--- src/rtl/ais_ise.sv ---
// ---------------------------------------------------------------------------
// ais_ise : multi-cycle AES inverse S-box ISE unit for the HOKSTER ALU (aluc).
//
// Computes InvSbox(a) = (InvAffine(a))^254 in GF(2^8) with one squarer and
// one multiplier, stepping through the exponent MSB first. The core is
// stalled through `w` while the exponentiation runs, so no 256-entry LUT is
// needed.
//
// Ports:
//   clk     in   1  system clock, rising edge
//   rst     in   1  synchronous active-high reset
//   start   in   1  ISE opcode selected, held by the core until w is low
//   a       in   8  operand byte (S-box output value to invert)
//   sr      in   8  status register in
//   sr_out  out  8  status register out, combinational pass-through of sr
//   result  out  8  InvSbox(a), registered, valid in DONE
//   w       out  1  stall request to the core
// ---------------------------------------------------------------------------
module ais_ise (
   input  logic       clk,
   input  logic       rst,
   input  logic       start,
   input  logic [7:0] a,
   input  logic [7:0] sr,
   output logic [7:0] sr_out,
   output logic [7:0] result,
   output logic       w
);

   typedef enum logic [1:0] {
      IDLE = 2'd0,
      CALC = 2'd1,
      DONE = 2'd2
   } state_t;

   // Exponent 254: x^254 == x^-1 for non-zero x, and 0 maps to 0.
   localparam logic [7:0] EXP = 8'hFE;

   state_t     state_q;
   logic [7:0] t_q;
   logic [7:0] acc_q;
   logic [7:0] result_q;
   logic [2:0] cnt_q;

   logic [7:0] t_d;
   logic [7:0] sq_acc;
   logic [7:0] mul_b;
   logic [7:0] acc_d;

   // Reduce a 15-bit carry-less product modulo x^8+x^4+x^3+x+1.
   function automatic logic [7:0] gf_reduce(input logic [14:0] p_in);
      logic [14:0] p;
      p = p_in;
      for (int unsigned k = 0; k < 7; k++) begin
         if (p[14-k]) begin
            p = p ^ (15'h11B << (6 - k));
         end
      end
      return p[7:0];
   endfunction

   // Squaring is linear in GF(2^8): spread the bits, then reduce.
   function automatic logic [7:0] gf_sq(input logic [7:0] x);
      logic [14:0] s;
      s = '0;
      for (int unsigned i = 0; i < 8; i++) begin
         s[2*i] = x[i];
      end
      return gf_reduce(s);
   endfunction

   function automatic logic [7:0] gf_mul(input logic [7:0] x, input logic [7:0] y);
      logic [14:0] p;
      p = '0;
      for (int unsigned i = 0; i < 8; i++) begin
         if (y[i]) begin
            p = p ^ ({7'b0, x} << i);
         end
      end
      return gf_reduce(p);
   endfunction

   always_comb begin
      // Inverse affine: rotl(a,1) ^ rotl(a,3) ^ rotl(a,6) ^ 0x05
      t_d    = {a[6:0], a[7]} ^ {a[4:0], a[7:5]} ^ {a[1:0], a[7:2]} ^ 8'h05;
      sq_acc = gf_sq(acc_q);
      mul_b  = EXP[cnt_q] ? t_q : 8'h01;
      acc_d  = gf_mul(sq_acc, mul_b);
   end

   always_ff @(posedge clk) begin
      if (rst) begin
         state_q  <= IDLE;
         result_q <= '0;
         acc_q    <= 8'h01;
         cnt_q    <= 3'd7;
         t_q      <= '0;
      end else begin
         case (state_q)
            IDLE: begin
               if (start) begin
                  t_q     <= t_d;
                  acc_q   <= 8'h01;
                  cnt_q   <= 3'd7;
                  state_q <= CALC;
               end
            end
            CALC: begin
               acc_q <= acc_d;
               cnt_q <= cnt_q - 3'd1;
               if (cnt_q == 3'd0) begin
                  result_q <= acc_d;
                  state_q  <= DONE;
               end
            end
            DONE: begin
               // start is ignored here; the core samples result this cycle.
               state_q <= IDLE;
            end
            default: begin
               state_q <= IDLE;
            end
         endcase
      end
   end

   assign result = result_q;
   assign sr_out = sr;
   // Stall is dropped while rst is asserted so the core never waits on an
   // operation that is being aborted.
   assign w      = ~rst & ((state_q == CALC) | ((state_q == IDLE) & start));

endmodule

--- config.mk ---
export PLATFORM = sky130hd
export DESIGN_NAME = ais_ise
export DESIGN_NICKNAME = d
export VERILOG_FILES = /design/src/rtl/ais_ise.sv
export SDC_FILE = /design/constraint.sdc
export NUM_CORES = 1
export LEC_CHECK = 0
export CORE_UTILIZATION = 52
export DETAILED_ROUTE_END_ITERATION = 7
export PLACE_DENSITY = 0.81
export SLEW_MARGIN = 20
export SYNTH_ARGS = -nofsm -noshare
export SYNTH_HDL_FRONTEND = slang
export SYNTH_SLANG_ARGS = --single-unit
--- constraint.sdc ---
create_clock -name clk -period 2.32 [get_ports clk]
set_input_delay 0.464 -clock clk [delete_from_list [all_inputs] [get_ports clk]]
set_output_delay 0.464 -clock clk [all_outputs]
set_load 0.05 [all_outputs]
==> out/metrics.csv <==
metric,value,unit
reg2reg_slack,-400,ps
drive_above_1_share,37.8,%
area_growth,47.2,%
whs_endpoint,result[2],
start_util,54.1,%
avgSynthCellArea,7.65,sq um
yosysWarnings,0,
status,"finished, violations left",
synth.distinct_cells,57,
vias,3622,
ys_ff_latch,30,
dp_cells,514,
power_density,1440,nW/um^2
grt_pass1_vias,3476,
ant_nets,0,
cts_buffers,5,
hpwl,6500,um
hold_path.class,reg2reg,
diodes,0,
hold_start,result[2],
r2r_cells,10,
worst-path-max-fanout,3,
hold_viol,0,
tritoncts,done,
crit_arrival,2930,ps
fill_cells,318,
min_period,2720,ps
max_freq,368,MHz
die_x,77.9,um
timing.final.ws_setup,-401,ps
cts_buffer_depth,2,
first_pass_iters,5,
cts_hold_buffers,0,
async_flop_share,0,%
max_slew.worst_pin.slew,628,ps
end_kind,flop,
fp.dieH,77.9,um
crit_type,reg2reg,
core_area,5540,sq um
path_clk_slew,70,ps
cts.sinks,30,
drc,0,
synth_flop_cell,dfxtp_1,
grt_max_degree,24,
setup_violations,16,
r2r_end,result[4],
antenna_found_initial,0,
drt_iter0_drc,495,
slew_violations,0,
peakVddDrop,0.000950,V
post-route-period-util,117,%
gp_congestion,0.965,
regArea,626,sq um
synth.most_common_cell,nand2_1,
cpPeakStageDelay,420,ps
multi_input_area,2510,sq um
power,6.37,mW
grt_pass1_wl,17500,um
synth_largest_area_cell,dfxtp_1,
drv_cap,0,
relSlewSlack,57.9,%
grt_usage,37.6,%
io_pins,36,
start_kind,flop,
wl_per_cell,22.1,um
cp.buffers_inverters,2,
crit_required,2530,ps
synth_common_cells,"nand2_1, a21oi_1, dfxtp_1, xor2_1, nor2_1",
synthTopCellsByArea,"dfxtp_1, nand2_1, xor2_1, xnor3_1, a21oi_1",
routed_wl,12200,um
layout.nets,502,
clk_latency,290,ps
cp_top_family,XOR/XNOR gates,
clock_skew,3.74,ps
synth_top_area_share,20.0,%
syn_area,3000,sq um
rows,27,
root_buffer,clkbuf_8,
startpoint,acc_q[5],
synth_edf_count,0,
min_delay_path_depth,2,
overflow,0,
syn_inst,392,
syn_nets,413,
final_cell_count_no_fill,554,
die-area,6070,sq um
cpMaxStageDelayCell,dfxtp_4,
power.leakage,1.86,nW
ys_seq_area_share,20.0,%
path_cells,buf_4 -> xor2_2 -> buf_4 -> nand2_1 -> and3_1 -> nor3_1 -> o21a_1 -> xor3_1 -> xnor3_1 -> o31ai_2,
vias_per_cell,6.54,
htreeDepth,2,
crit_top_cell,buf_4,
violations,setup timing,
io_buffers,19,
rsz0062_at_grt,yes,
r2r_start,acc_q[5],
==> report_power, final <==
part | internal [mW] | switching (mW)
sequential | 0.607 | 0.135
combinational | 2.69 | 2.49
clock | 0.211 | 0.235
==> cells in the final DEF (no fill, tap or decap), types with 6 or more instances in the layout <==
cell type	netlist	routed
a21oi_2	0	8
o21ai_0	15	13
o22ai_1	6	6
inv_1	11	10
buf_4	12	83
buf_6	0	12
xor2_1	30	24
nand2_2	0	7
a21oi_1	31	23
nand2b_1	8	7
xnor3_1	9	7
clkdlybuf4s50_1	0	18
o211ai_1	6	6
xnor2_1	17	12
nand2_1	73	63
nand3_1	10	10
o21a_1	6	6
dfxtp_1	30	20
nor2_1	24	24
==> area by class of cell <==
type                       count  area share (%)
tap                           72            2.04
sequential                    30            14.2
clock inverter                 3           0.482
clock buffer                   5            1.56
multi-input combinational    314            56.9
inverter                      11           0.936
timing repair buffer         119            23.9
==> flip-flops by register name, summed over array words and instances, names as in the netlist, named ones only <==
register	cells
cnt_q	3
t_q	8
acc_q	8
state_q	2
result	8
==> through the flow <==
| step | hold WS (ps) | util, % | setup TNS [ps] | worst slack (ps) | cell area [sq um] |
|---|---|---|---|---|---|
| 6_report | 479 | 79.6 | -4980 | -401 | 4410 |
| 5_1_grt | 491 | 79.6 | -6460 | -510 | 4410 |
| 4_1_cts | 471 | 76.5 | -2840 | -295 | 4240 |
| 3_5_place_dp | 455 | 65.8 | -5390 | -403 | 3640 |
| 3_3_place_gp | 450 | 65.8 | -3610 | -359 | 3640 |
| 2_1_floorplan | 451 | - | -210 | -51.1 | 3030 |
==> worst min-delay path, stage by stage, from the launching register on <==
cell and delay [ps]:
dfxtp_1 320, nand2_1 70, a21oi_2 50
==> cells by family (layout without fill, tap and decap cells) <==
logic type      Yosys count  count (layout)  synth area share (%)
simple gates            145             145                  22.2
mux                       4               4                  1.38
flops                    30              30                  20.0
compound gates           99              99                  21.2
xor+xnor                 64              64                  26.5
fa+ha+maj                 2               2                 0.835
buf+inv                  48             138                  7.85
==> metal layers <==
layer	track usage (%)	routed length, um	vias to the layer above
li1	-	-	1523
met1	43.6	4200	1670
met3	8.35	1340	110
met5	0	0	-
met2	62.7	5650	319
met4	23.0	1040	0
==> what timing repair did <==
item                       4_1_cts  5_1_grt
gates cloned                     1        0
setup endpoints to repair       16       16
gates resized for setup         66       25
setup buffers                   24        8
pin swaps                       33       14
==> worst max path at each step <==
stage | endpoint | cells past startpoint
after global routing | result[4] | 9
final | result[4] | 10
after global placement | result[5] | 10
after detailed placement | acc_q[1] | 8
after CTS | result[4] | 9
after floorplan | acc_q[1] | 8
(Power assumes the default switching activity.)
